===== src/rtl/seq_pkg.sv =====
// Shared definitions for the serial pattern transmitter.
//   state_e     : transmitter FSM states
//   DEF_PAT_W   : default pattern length in bits
//   DEF_PATTERN : default pattern, sent MSB first
package seq_pkg;

    typedef enum logic [1:0] {
        IDLE = 2'd0,
        SEND = 2'd1,
        GAP  = 2'd2,
        DONE = 2'd3
    } state_e;

    localparam int                   DEF_PAT_W   = 6;
    localparam logic [DEF_PAT_W-1:0] DEF_PATTERN = 6'b101010;

endpackage


===== src/rtl/seq_bit_ctr.sv =====
// Loadable down-counter. The same module serves as the pattern bit index
// and as the repetition counter.
//   clk        : clock
//   rst        : asynchronous active-low reset, count returns to RST_VAL
//   load       : load load_val (has priority over dec)
//   load_val   : value to load
//   dec        : decrement by one; saturates at zero so it can never wrap
//   count      : registered count
//   count_next : value the count takes at the next edge
//   zero       : count == 0
module seq_bit_ctr
    import seq_pkg::*;
#(
    parameter int             W       = 3,
    parameter logic [W-1:0]   RST_VAL = '0
) (
    input  logic         clk,
    input  logic         rst,
    input  logic         load,
    input  logic [W-1:0] load_val,
    input  logic         dec,
    output logic [W-1:0] count,
    output logic [W-1:0] count_next,
    output logic         zero
);

    logic [W-1:0] count_reg;

    always_comb begin
        count_next = count_reg;
        if (load) begin
            count_next = load_val;
        end else if (dec && (count_reg != '0)) begin
            count_next = count_reg - W'(1);
        end
    end

    always_ff @(posedge clk or negedge rst) begin
        if (!rst) begin
            count_reg <= RST_VAL;
        end else begin
            count_reg <= count_next;
        end
    end

    assign count = count_reg;
    assign zero  = (count_reg == '0);

endmodule


===== src/rtl/seq_gen.sv =====
// Serial pattern transmitter. On an accepted start it shifts PATTERN out
// MSB first, one bit per clock, reps times (0 counts as 1), optionally with
// one idle cycle between repetitions, then pulses done for one cycle.
//   clk     : clock
//   rst     : asynchronous active-low reset
//   start   : transmission request, accepted only while ready
//   reps    : repetition count, sampled on accept
//   gap     : insert one idle cycle between repetitions, sampled on accept
//   abort   : synchronous cancel from any state, no done pulse
//   ready   : state is IDLE (combinational)
//   n       : serial data bit (registered)
//   n_valid : n carries a pattern bit (registered)
//   done    : one-cycle pulse after the last bit (registered)
module seq_gen
    import seq_pkg::*;
#(
    parameter int               PAT_W   = DEF_PAT_W,
    parameter logic [PAT_W-1:0] PATTERN = DEF_PATTERN,
    parameter int               CNT_W   = 4
) (
    input  logic             clk,
    input  logic             rst,
    input  logic             start,
    input  logic [CNT_W-1:0] reps,
    input  logic             gap,
    input  logic             abort,
    output logic             ready,
    output logic             n,
    output logic             n_valid,
    output logic             done
);

    localparam int               IDX_W   = (PAT_W > 1) ? $clog2(PAT_W) : 1;
    localparam logic [IDX_W-1:0] IDX_TOP = IDX_W'(PAT_W - 1);

    state_e state_reg, state_next;
    logic   gap_reg, gap_next;
    logic   n_reg, n_next;
    logic   n_valid_reg, n_valid_next;
    logic   done_reg, done_next;

    logic             idx_load, idx_dec, idx_zero;
    logic [IDX_W-1:0] idx_count, idx_next;
    logic             rep_load, rep_dec, rep_zero;
    logic [CNT_W-1:0] rep_count, rep_next, reps_eff;
    logic             last_rep;

    assign reps_eff = (reps == '0) ? CNT_W'(1) : reps;
    // rep_zero is only reachable if the counter were somehow empty; treating
    // it as "last" keeps a stray zero from ever turning into a long run.
    assign last_rep = (rep_count == CNT_W'(1)) || rep_zero;

    seq_bit_ctr #(
        .W       (IDX_W),
        .RST_VAL (IDX_TOP)
    ) u_idx_ctr (
        .clk        (clk),
        .rst        (rst),
        .load       (idx_load),
        .load_val   (IDX_TOP),
        .dec        (idx_dec),
        .count      (idx_count),
        .count_next (idx_next),
        .zero       (idx_zero)
    );

    seq_bit_ctr #(
        .W       (CNT_W),
        .RST_VAL ('0)
    ) u_rep_ctr (
        .clk        (clk),
        .rst        (rst),
        .load       (rep_load),
        .load_val   (reps_eff),
        .dec        (rep_dec),
        .count      (rep_count),
        .count_next (rep_next),
        .zero       (rep_zero)
    );

    // Counter views not needed by this FSM.
    logic unused_ok;
    assign unused_ok = ^{idx_count, rep_next};

    always_comb begin
        state_next = state_reg;
        gap_next   = gap_reg;
        idx_load   = 1'b0;
        idx_dec    = 1'b0;
        rep_load   = 1'b0;
        rep_dec    = 1'b0;
        if (abort) begin
            state_next = IDLE;
        end else begin
            case (state_reg)
                IDLE: begin
                    if (start) begin
                        state_next = SEND;
                        gap_next   = gap;
                        idx_load   = 1'b1;
                        rep_load   = 1'b1;
                    end
                end
                SEND: begin
                    if (!idx_zero) begin
                        idx_dec = 1'b1;
                    end else if (last_rep) begin
                        state_next = DONE;
                    end else begin
                        rep_dec    = 1'b1;
                        idx_load   = 1'b1;
                        state_next = gap_reg ? GAP : SEND;
                    end
                end
                GAP:     state_next = SEND;
                DONE:    state_next = IDLE;
                default: state_next = IDLE;
            endcase
        end
    end

    // Outputs are decoded from the next state and next index so that they
    // appear registered in the same cycle the FSM enters that state.
    always_comb begin
        n_valid_next = (state_next == SEND);
        n_next       = (state_next == SEND) ? PATTERN[idx_next] : 1'b0;
        done_next    = (state_next == DONE);
    end

    always_ff @(posedge clk or negedge rst) begin
        if (!rst) begin
            state_reg   <= IDLE;
            gap_reg     <= 1'b0;
            n_reg       <= 1'b0;
            n_valid_reg <= 1'b0;
            done_reg    <= 1'b0;
        end else begin
            state_reg   <= state_next;
            gap_reg     <= gap_next;
            n_reg       <= n_next;
            n_valid_reg <= n_valid_next;
            done_reg    <= done_next;
        end
    end

    assign ready   = (state_reg == IDLE);
    assign n       = n_reg;
    assign n_valid = n_valid_reg;
    assign done    = done_reg;

endmodule


===== config.mk =====
export PLATFORM = sky130hd
export DESIGN_NAME = seq_gen
export DESIGN_NICKNAME = d
export VERILOG_FILES = /design/src/rtl/seq_pkg.sv /design/src/rtl/seq_bit_ctr.sv /design/src/rtl/seq_gen.sv
export SDC_FILE = /design/constraint.sdc
export NUM_CORES = 1
export LEC_CHECK = 0
export CORE_UTILIZATION = 45
export DETAILED_ROUTE_END_ITERATION = 8
export GPL_ROUTABILITY_DRIVEN = 0
export GPL_TIMING_DRIVEN = 0
export MAX_ROUTING_LAYER = met4
export PLACE_DENSITY = 0.81
export RECOVER_POWER = 50
export SLEW_MARGIN = 40
export SYNTH_ARGS = -nofsm -noshare
export SYNTH_HDL_FRONTEND = slang
export SYNTH_SLANG_ARGS = --single-unit

===== constraint.sdc =====
create_clock -name clk -period 2.9 [get_ports clk]
set_input_delay 0.58 -clock clk [delete_from_list [all_inputs] [get_ports clk]]
set_output_delay 0.58 -clock clk [all_outputs]
set_load 0.02 [all_outputs]

==> summary by stage, run 1 <==
CTS
The root buffer cell is sky130_fd_sc_hd__clkbuf_4. The setup fix buffers added after clock tree synthesis is 0. The total of hold buffers inserted after clock tree synthesis is 0. The source-to-sink clock delay at the later pin of the worst-skew pair is approximately 0.27 ns. In this run the number of H-tree levels came out at 1. Counting the buffers created by CTS gives 3.

The clock transition at the register clock pins on the worst setup and hold paths after CTS is about 0.08 ns. The number of gates resized after CTS was 0. For this design, the sink count on the clock tree is 13. No sink is reached through more buffers than the 2 on the longest clock path. TritonCTS built the clock tree.

Setup path
The worst setup path is launched from a flip-flop. The critical path is of the reg -> reg type. The slowest cell on the critical path is sky130_fd_sc_hd__dfstp_2.

STA classifies the critical path endpoint as a flip-flop. The cell that appears most often on the critical path is sky130_fd_sc_hd__ha_1. The critical-path maximum fanout is 5. Data on the critical path is required at its endpoint by around 3.1 ns.

Traced cell by cell, the critical path runs through inv_1 > ha_1 > ha_1 > or4b_1 > buf_2 > xnor2_2 > a221oi_2. The critical path contains buffers and inverters numbering 2 combined. Data on the critical path arrives at its endpoint at 2.35 ns. The delay of the slowest critical-path stage is 0.53 ns. The kind of cell with the highest combined delay along the critical path is flip-flops.

Floorplan
The vertical die dimension is 43.4 um. During I/O placement, the number of pins put on the boundary was 13. The overall die width is around 43 um. The full die area is 1890 um^2. The core box area is approximately 1600 um^2.

For this configuration, the core starts out at a cell density of 0.495. The row count is 14.

STA
The final sum of negative setup slack is 0 ns. Setup repair after global routing left no endpoint under its margin. For the pin with the worst max-slew slack, the measured transition is about 0.63 ns.

Derived from the worst setup path, the maximum achievable clock frequency is approximately 0.46 GHz. Setup violations remaining at the end of the flow were counted as 0. The total count of hold-check failures in the final report is 0.

The period utilization is 0.747. The number of max-slew violations in the final report is 0. The final critical-path required period is around 2.2 ns.

The final setup skew is ~0.0033 ns. The final worst setup slack is ~0.73 ns. In this run the tightest slew margin relative to its limit is 0.577.

Synth
The post-synthesis cell count is 68. The most used flip-flop cell after synthesis is sky130_fd_sc_hd__dfrtp_1. In this run, distinct cell masters in the synthesized netlist total 35. Synthesis produced a netlist with a net count of 82. After synthesis, the mean cell area works out to about 11 um^2. Of the post-synthesis cell area, the part taken by muxes is 0.0421. The post-synthesis adder-cell area fraction is 0.0810. The register bit count reported by yosys is 13.

The post-synthesis xor/xnor area fraction is 0.0324. The mapped netlist covers slightly below 800 um^2. The sequential cell area fraction in the yosys report is 0.425.

Of the total synthesized cell area, the portion taken by AND, OR, NAND and NOR gates is 0.193. The combinational family with the most area after synthesis is simple AND/OR/NAND/NOR gates. The synthesized design contains 0 enable-type register cells. The compound-gate portion of the synthesized area is 0.160.

During synthesis, Yosys emitted a total of 0 warnings. For this run, asynchronously set or reset flops after synthesis account for 1.00.

Final layout
The post-synthesis to final-layout area growth is 21.4%. The number of flip-flops under the largest register name is 4. The share of layout cells above drive strength 1 is 0.202. 0 antenna diodes ended up in the layout. The final layout contains between 90 and 100 nets. The number of fillers in the final layout is 137.

Pwr
The analysis attributes to net switching a power of between 0.0002 and 0.00025 W. The switching portion of total power is 0.344. The power share of the sequential group is 0.447.

The share of total power dissipated in combinational logic is 0.369. For this design the static power due to leakage is between 0.4 and 0.5 nW. The share of total power dissipated in the clock network is 0.183. The worst vdd rail ir drop is 0.343 mV. The total power density per cell area is between 600 and 700 nW/um^2. Cell internal power was estimated by the tool at around 0.0004 W.

Drt
The number of routed nets with antenna violations is 0. The wire length after detailed routing is ~1300 um. The detailed-route via count is 561. The via-per-instance ratio is 5.61. The final routed DRC violation total is 0. The number of detailed-route iterations in the first pass is 4. After detailed routing, the average wire length per cell comes to around 13 um. After the first detailed-routing iteration, the DRC count stood at 9.

Global routing
The via count of the first global-routing pass is between 500 and 600. The overall routing resource usage is 0.164. The initial antenna violation count is 0. The wire length of the first global-routing pass is 2190 um. The pin count of the biggest net entering global routing is 14. The global route total overflow is 0.

Placement
The worst slack after detailed placement is ~0.64 ns. During placement, the flow inserted port buffers numbering 12. Once detailed placement completed, the half-perimeter wirelength came to between 900 and 1000 um.

Min path
The worst hold-check path type is reg -> reg.

Status
The run finished with clean final reports.

Job
The max-capacitance violation count is 0.
[cell usage in the layout (no fill, tap or decap), drive strengths merged, types with 2 or more instances in the layout]
| cell | count |
|---|---|
| xnor2 | 2 |
| a21oi | 3 |
| and2 | 2 |
| clkbuf | 4 |
| nand3 | 2 |
| o21ai | 2 |
| inv | 7 |
| dfrtp | 11 |
| buf | 2 |
| nor3 | 4 |
| dfstp | 2 |
| mux2 | 2 |
| nor2 | 5 |
| clkdlybuf4s50 | 11 |
| nand2 | 3 |
| ha | 5 |
[layer usage]
metal / up-vias / track usage / part of all wire
met3: 2 / 0.0417 / 0.040
met2: 13 / 0.258 / 0.49
met1: 271 / 0.197 / 0.47
met5: - / - / 0
li1: 275 / - / -
met4: 0 / 0.0750 / 0.0031
[cell families after synthesis]
| kind of cell | count (synthesis) |
|---|---|
| AO/OA/AOI/OAI | 15 |
| buffers and inverters | 9 |
| AND/OR/NAND/NOR | 21 |
| adder cells (fa/ha/maj) | 5 |
| XOR/XNOR | 2 |
| multiplexers | 3 |
| flip-flops | 13 |
[stage by stage]
step	hold slack, ns	util	instance area (um^2)	power, W	std cells
5_1_grt	0.538	0.601	937	0.000654	100
3_3_place_gp	0.488	0.585	912	0.000492	96
4_1_cts	0.508	0.602	938	0.000618	100
2_1_floorplan	0.284	-	772	0.000439	68
6_report	0.505	0.601	937	0.000610	100
3_5_place_dp	0.496	0.585	912	0.000504	96
[worst min-delay path, delay by kind of cell (launching register included)]
kind               cells  cell delay, ns
AOI/OAI and AO/OA      1            0.08
and+or+nand+nor        1            0.05
DFF                    1            0.38
[power by group through the flow]
stage | clock (W) | sequential (W) | combinational [W]
3_5_place_dp | 0 | 0.000276 | 0.000228
5_1_grt | 0.000124 | 0.000279 | 0.000252
6_report | 0.000112 | 0.000273 | 0.000225
2_1_floorplan | 0 | 0.000273 | 0.000167
4_1_cts | 0.000115 | 0.000273 | 0.000230
3_3_place_gp | 0 | 0.000273 | 0.000219
[Yosys cell counts, drive strengths merged, types with 2 or more instances]
| cell type | number | area (um^2) |
|---|---|---|
| dfstp | 2 | 52.6 |
| ha | 5 | 62.6 |
| nor3 | 4 | 25.0 |
| inv | 7 | 26.3 |
| nor2 | 5 | 26.3 |
| dfrtp | 11 | 275 |
| buf | 2 | 25.0 |
| a21oi | 3 | 15.0 |
| nand2 | 3 | 11.3 |
| nand3 | 2 | 10.0 |
| mux2 | 2 | 22.5 |
| and2 | 2 | 13.8 |
| o21ai | 2 | 10.0 |
| xnor2 | 2 | 25.0 |
[cell type report]
cell class	instances	area (um^2)	area share
plain buffers	2	25.0	0.0267
clock buffers	4	26.3	0.0280
inverters	7	26.3	0.0280
multi-input cells	46	392	0.418
flip-flops and latches	13	328	0.350
well taps	16	20.0	0.0214
repair buffers	12	120	0.128
[path summary, 6_finish.rpt]
| path | slack, ns | depth (start not counted) | start | end |
|---|---|---|---|---|
| setup / recovery | 0.73 | 7 | u_idx_ctr.count[0] | n |
| hold / removal | 0.51 | 2 | u_idx_ctr.count[2] | u_idx_ctr.count[2] |
| setup reg to reg | 0.73 | 7 | u_idx_ctr.count[0] | n |
| hold reg to reg | 0.51 | 2 | u_idx_ctr.count[2] | u_idx_ctr.count[2] |
| max in group asynchronous | 1.75 | 1 | rst | u_rep_ctr.count[2] |
| min in group asynchronous | 0.76 | 1 | rst | n |
Note: power is estimated with default switching activity, not from simulation.
==> run 2: changes to the inputs <==
Clock period 2.9 ns to 2.1 ns, I/O delays scaled along.
==> run 2 against run 1 <==
Net effect: worst setup slack lost 0.67 ns; global-route usage increased by 0.090 points; register-to-register slack lost 0.67 ns; sequential cell count is the same; non-clock buffer count unchanged; design area increased by 1.3%; fmax rose by 6.2%; total power is 40% higher; die area stayed put; critical path type unchanged; largest cell class unchanged; highest routed layer unchanged.
==> summary by stage, run 2 (synthesized netlist as in run 1, its figures left out) <==
Status
Status: finished, final reports clean (unchanged).

Setup path
The critical-path maximum fanout is 7 (was 5). The data arrival time of the worst path is 2.21 ns (was 2.35 ns). The category of the most critical setup path is reg -> reg (unchanged).

The type of origin of the critical path is a flip-flop (unchanged). The kind of capture point of the worst setup path was a flip-flop (unchanged). The minimum setup slack among reg-to-reg paths is 0.06 ns (was 0.73 ns). The required arrival time at the worst endpoint is 2.27 ns (was 3.09 ns).

Floorplan
The core box area is 1560 um^2 (unchanged). The vertical die dimension came to 43.4 um (unchanged). The initial core utilization came to 0.495 (unchanged). The overall die width is 43.4 um (unchanged).

The row count is 14 (unchanged). The full die area was 1890 um^2 (unchanged). The number of top-level pins came to 13 (unchanged).

Pwr
The total power density per cell area is 902 nW/um^2 (was 651 nW/um^2). The leakage power is 0.427 nW (was 0.423 nW). The worst vdd rail ir drop was 0.473 mV (was 0.343 mV).

Final layout
Commonest non-fill, non-tap cells in the layout: 11 x sky130_fd_sc_hd__dfrtp_1, 10 x sky130_fd_sc_hd__clkdlybuf4s50_1, 7 x sky130_fd_sc_hd__inv_1 (was 11 x sky130_fd_sc_hd__dfrtp_1, 11 x sky130_fd_sc_hd__clkdlybuf4s50_1, 7 x sky130_fd_sc_hd__inv_1). The share of layout cells above drive strength 1 came to 0.250 (was 0.202). The core occupancy in the finished layout is 0.609 (was 0.601).

The number of flip-flops under the largest register name is 4 (unchanged). The area of all sequential standard cells was 328 um^2 (unchanged). Leaving out fill and tap cells, the most frequent cell in the layout is sky130_fd_sc_hd__dfrtp_1. The post-layout instance area is 950 um^2 (was 937 um^2).

The count of nets after finishing is 99 (unchanged). The number of fillers in the final layout is 131 (was 137). The post-synthesis to final-layout area growth is 23.0% (was 21.4%). The number of inserted diodes is 0 (unchanged). The area of the multi-input gates was 402 um^2 (was 392 um^2).

CTS
The root buffer cell is sky130_fd_sc_hd__clkbuf_4 (unchanged). The TritonCTS clock tree was yes (unchanged). The number of buffers created by CTS was 3 (unchanged). The clock transition at the register clock pins on the worst setup and hold paths after CTS came to 0.08 ns (about the same). The maximum level of the CTS H-tree was 1 (unchanged). The clock tree buffer depth was 2 (unchanged). The source-to-sink clock delay at the later pin of the worst-skew pair came to 0.27 ns (about the same).

The TritonCTS sink count is 13 (unchanged).

STA
The actual transition at the worst max-transition pin was 0.635 ns (was 0.632 ns). The final critical-path required period is 2.04 ns (was 2.17 ns). The total setup violations reported at the end of the flow is 0 (unchanged). The worst hold slack is 0.503 ns (was 0.505 ns). Setup repair after global routing missed its margin: no (unchanged). The total count of hold-check failures in the final report is 0 (unchanged). The number of max-slew violations in the final report is 0 (unchanged). The period utilization came to 0.971 (was 0.747). The worst max-slew margin expressed relative to the limit was 0.575 (was 0.577).

The final worst setup slack is 0.0604 ns (was 0.733 ns). The highest clock rate is 0.490 GHz (was 0.462 GHz). The final setup skew is 0.00436 ns (was 0.00329 ns).

Global routing
The global route total overflow is 0 (unchanged). The wire length of the first global-routing pass is 2210 um (was 2190 um). The via count of the first global-routing pass is 532 (was 530). The pin count of the biggest net entering global routing is 14 (unchanged).

The overall routing resource usage was 0.165 (was 0.164). The initial antenna violation count came to 0 (unchanged).

Drt
The number of routed nets with antenna violations was 0 (unchanged). The detailed-route via count is 565 (was 561). The DRC violation total after the first TritonRoute iteration is 8 (was 9). The wire length after detailed routing is 1290 um (was 1280 um). The via-per-instance ratio is 5.65 (was 5.61). The number of detailed-route iterations in the first pass came to 3 (was 4).

The routed wirelength normalized by instance count was 12.9 um (was 12.8 um). The final routed DRC violation total came to 0 (unchanged).

Min path
The worst hold-check path type was reg -> reg (unchanged).

Placement
The number of I/O port buffers was 12 (unchanged). The sum of net half-perimeters after detailed placement is 974 um (unchanged). The worst slack after detailed placement is -0.0519 ns (was 0.641 ns). The area of placed instances is 912 um^2 (unchanged).

Job
The max-capacitance violation count came to 0 (unchanged).
==> run 2: final timing paths <==
path,startpoint,endpoint,cells past startpoint
max,u_idx_ctr.count[0],u_rep_ctr.count[3],9
min,u_idx_ctr.count[2],u_idx_ctr.count[2],2
max reg2reg,u_idx_ctr.count[0],u_rep_ctr.count[3],9
min reg2reg,u_idx_ctr.count[2],u_idx_ctr.count[2],2
max in group asynchronous,rst,u_rep_ctr.count[2],1
min in group asynchronous,rst,n,1
==> run 2: what timing repair did <==
item,CTS,global route
resized for setup,3,2
hold buffers,0,0
pin swaps,1,1
setup endpoints to repair,1,1
setup buffers,0,1
==> run 2: routing by layer <==
metal | part of all wire | wire (um) | GRT usage
met1 | 0.47 | 606 | 0.200
met2 | 0.48 | 623 | 0.258
met3 | 0.044 | 57 | 0.0417
met4 | 0.0031 | 4 | 0.0750
met5 | 0 | 0 | -
==> run 2: cell type report <==
class,instances,share of cell area
tap,16,0.0211
buffer,1,0.0211
timing repair buffer,13,0.134
clock buffer,4,0.0277
inverter,7,0.0277
multi-input combinational,46,0.423
sequential,13,0.345
==> run 2: where the power goes <==
group,internal [W],switching (W)
Combinational,0.000165,0.000160
Sequential,0.000325,0.0000525
Clock,0.0000735,0.0000811
Total,0.000563,0.000294
==> run 2: critical path: stages, from the launching register on <==
cell                       delay [ns]
sky130_fd_sc_hd__dfstp_2         0.53
sky130_fd_sc_hd__inv_1           0.07
sky130_fd_sc_hd__ha_2            0.18
sky130_fd_sc_hd__ha_2            0.19
sky130_fd_sc_hd__buf_4           0.13
sky130_fd_sc_hd__and4bb_4        0.21
sky130_fd_sc_hd__o31a_4          0.11
sky130_fd_sc_hd__buf_12          0.14
sky130_fd_sc_hd__a32o_1          0.23
sky130_fd_sc_hd__a21o_1          0.14
==> run 2: through the flow <==
step / total power (W) / instances / setup TNS [ns]
6_report: 0.000856 / 100 / 0
5_1_grt: 0.000918 / 100 / 0
4_1_cts: 0.000859 / 100 / 0
3_5_place_dp: 0.000696 / 96 / -0.0519
3_3_place_gp: 0.000680 / 96 / -0.0336
2_1_floorplan: 0.000607 / 68 / 0
==> run 3: changes to the inputs <==
--- a/constraint.sdc
+++ b/constraint.sdc
@@ -3,2 +3,2 @@
 set_output_delay 0.42 -clock clk [all_outputs]
-set_load 0.02 [all_outputs]
+set_load 0.1 [all_outputs]
==> run 3 against run 2 <==
Net effect: non-clock buffer count grew 1; worst hold slack is essentially flat; first-iteration DRC count shrank 38%; register-to-register slack gained 0.03 ns; clock skew is essentially flat; largest power group unchanged; the flow now finishes with violations (DRC); via count shrank 2.5%; die area is the same; critical endpoint is now n; sequential share of layout area grew 0.37 points; design area shrank 1.1%; routed wire length grew 1.6%.
==> summary by stage, run 3 (synthesized netlist as in run 1, its figures left out) <==
Setup path
The launching element of the worst setup path is u_idx_ctr.count[0] (unchanged). The delay of the slowest critical-path stage is 0.53 ns (about the same). The data arrival time of the worst path is 2.19 ns (was 2.21 ns). The type of origin of the critical path was a flip-flop (unchanged).

The category of the most critical setup path is reg -> reg (unchanged). The kind of capture point of the worst setup path was a flip-flop (unchanged). The slowest cell on the critical path is sky130_fd_sc_hd__dfstp_2 (unchanged). The most frequent cell on the critical path was sky130_fd_sc_hd__ha_2 (unchanged). The required arrival time at the worst endpoint came to 2.28 ns (was 2.27 ns).

CP cell instances: inv_2 > ha_2 > ha_2 > or4b_4 > xnor2_2 > a221oi_2 (was inv_1 > ha_2 > ha_2 > buf_4 > and4bb_4 > o31a_4 > buf_12 > a32o_1 > a21o_1). The critical-path maximum fanout is 4 (was 7). The launch instance of the worst register-to-register path is u_idx_ctr.count[0] (unchanged).

CTS
The clock transition at the register clock pins on the worst setup and hold paths after CTS was 0.08 ns (about the same). The maximum level of the CTS H-tree is 1 (unchanged). The root buffer cell is sky130_fd_sc_hd__clkbuf_4 (unchanged).

The total of hold buffers inserted after clock tree synthesis is 0 (unchanged). The TritonCTS clock tree is yes (unchanged). The source-to-sink clock delay at the later pin of the worst-skew pair is 0.28 ns (was 0.27 ns). The clock tree buffer depth is 2 (unchanged). The TritonCTS sink count is 13 (unchanged). The number of buffers created by CTS is 3 (unchanged).

Final layout
The number of standard cells in the final layout excluding fillers is 101 (was 100). The number of fillers in the final layout came to 149 (was 131). The post-synthesis to final-layout area growth was 21.7% (was 23.0%).

The post-layout instance area is 940 um^2 (was 950 um^2). The area of the multi-input gates is 404 um^2 (was 402 um^2). The number of inserted diodes is 0 (unchanged). The area of all sequential standard cells is 328 um^2 (unchanged).

The number of flip-flops under the largest register name is 4 (unchanged). Commonest non-fill, non-tap cells in the layout: 11 x sky130_fd_sc_hd__dfrtp_1, 7 x sky130_fd_sc_hd__clkdlybuf4s50_1, 6 x sky130_fd_sc_hd__inv_1 (was 11 x sky130_fd_sc_hd__dfrtp_1, 10 x sky130_fd_sc_hd__clkdlybuf4s50_1, 7 x sky130_fd_sc_hd__inv_1). The most frequent standard cell in the layout excluding fill and tap cells is sky130_fd_sc_hd__dfrtp_1 (unchanged). The share of layout cells above drive strength 1 came to 0.329 (was 0.250). The count of nets after finishing was 100 (was 99). The core occupancy in the finished layout is 0.603 (was 0.609).

Floorplan
The row count was 14 (unchanged). The core box area is 1560 um^2 (unchanged). The overall die width is 43.4 um (unchanged).

The initial core utilization is 0.495 (unchanged). The vertical die dimension is 43.4 um (unchanged). The number of top-level pins is 13 (unchanged). The full die area is 1890 um^2 (unchanged).

Job
The max-capacitance violation count is 0 (unchanged).

Pwr
The power share of the combinational group was 0.413 (was 0.379). The switching component of the power is 0.000350 W (was 0.000294 W). The total power density per cell area is 968 nW/um^2 (was 902 nW/um^2). The worst vdd rail ir drop is 0.497 mV (was 0.473 mV).

The sum of internal, switching and leakage power is 0.000909 W (was 0.000856 W). The switching portion of total power came to 0.385 (was 0.343). The clock network fraction of design power came to 0.173 (was 0.180).

The power share of the sequential group is 0.414 (was 0.440). The internal power consumption is 0.000559 W (was 0.000563 W). The leakage power is 0.430 nW (was 0.427 nW).

STA
The number of max-slew violations in the final report is 0 (unchanged). The highest clock rate was 0.497 GHz (was 0.490 GHz). The period utilization is 0.958 (was 0.971).

The final critical-path required period was 2.01 ns (was 2.04 ns). The final sum of negative setup slack is 0 ns (unchanged). The final setup skew is 0.00450 ns (was 0.00436 ns). Setup repair after global routing missed its margin: no (unchanged). The actual transition at the worst max-transition pin is 0.647 ns (was 0.635 ns). The total setup violations reported at the end of the flow is 0 (unchanged). The total count of hold-check failures in the final report was 0 (unchanged).

The worst max-slew margin expressed relative to the limit is 0.567 (was 0.575).

Global routing
The global route total overflow was 0 (unchanged). The via count of the first global-routing pass was 572 (was 532). The overall routing resource usage came to 0.182 (was 0.165).

The wire length of the first global-routing pass is 2410 um (was 2210 um). The pin count of the biggest net entering global routing is 14 (unchanged). The initial antenna violation count is 0 (unchanged).

Placement
The number of I/O port buffers is 12 (unchanged). The cell count after placement is 96 (unchanged). The sum of net half-perimeters after detailed placement is 949 um (was 974 um). The area of placed instances was 895 um^2 (was 912 um^2).

Min path
The worst hold-check path type is reg -> reg (unchanged). The startpoint of the lowest-slack hold path is u_idx_ctr.count[2] (unchanged).

Status
The final reports fail on DRC. Status: complete, but fails checks (was finished, final reports clean).

Drt
The number of detailed-route iterations in the first pass is 5 (was 3). The detailed-route via count is 551 (was 565). The wire length after detailed routing is 1310 um (was 1290 um). The number of routed nets with antenna violations is 0 (unchanged). The final routed DRC violation total is 2 (was 0).

The DRC violation total after the first TritonRoute iteration is 5 (was 8). The via-per-instance ratio was 5.46 (was 5.65). The routed wirelength normalized by instance count is 13.0 um (was 12.9 um).
## run 3: cell types whose count changed in the layout (fill, tap and decap cells not counted), sizes merged
cell,delta
buf,+3
clkbuf,+2
clkdlybuf4s50,-3
dlygate4sd3,-1
## run 3: power groups by stage
stage | Combinational [W] | Sequential, W | Clock, W
after floorplan | 0.000245 | 0.000417 | 0
after global placement | 0.000357 | 0.000377 | 0
after detailed placement | 0.000362 | 0.000379 | 0
after CTS | 0.000385 | 0.000376 | 0.000166
after global routing | 0.000422 | 0.000387 | 0.000175
final | 0.000375 | 0.000376 | 0.000158
## run 3: per-stage QoR
stage               setup slack (ns)  hold WS (ns)
floorplan                     0.0391         0.124
global placement             -0.0521         0.487
detailed placement           -0.0698         0.499
CTS                           0.0252         0.510
global route                  0.0300         0.554
finish                        0.0882         0.503
## run 3: metal layers
| layer | up-vias | global-route usage | wire length (um) |
|---|---|---|---|
| li1 | 277 | - | - |
| met1 | 257 | 0.210 | 598 |
| met2 | 15 | 0.306 | 633 |
| met3 | 2 | 0.0625 | 76 |
| met4 | 0 | 0.0375 | 4 |
| met5 | - | - | 0 |
## run 3: cell type report
class	count	area share
Multi-Input combinational cell	46	0.430
Sequential cell	13	0.349
Timing Repair Buffer	14	0.123
Clock buffer	4	0.0280
Inverter	7	0.0280
Buffer	1	0.0213
Tap cell	16	0.0213
## run 3: worst paths after layout
kind	cells after the start	to	slack, ns
max	6	n	0.09
min	2	u_idx_ctr.count[2]	0.50
max reg2reg	6	n	0.09
min reg2reg	2	u_idx_ctr.count[2]	0.50
max in group asynchronous	1	u_rep_ctr.count[1]	1.13
min in group asynchronous	1	gap_reg	0.58
## run 3: critical path: cells and delay by family (launching register included)
family          cells  cell delay, ns
flops               1            0.53
simple gates        1            0.52
fa+ha+maj           2            0.35
compound gates      1            0.29
xor+xnor            1            0.17
buf+inv             1            0.05
## run 3: timing repair
| item | 4_1_cts | 5_1_grt |
|---|---|---|
| setup endpoints to repair | 1 | 1 |
| setup buffers | 2 | 0 |
| pin swaps | 2 | 2 |
| resized for setup | 6 | 0 |
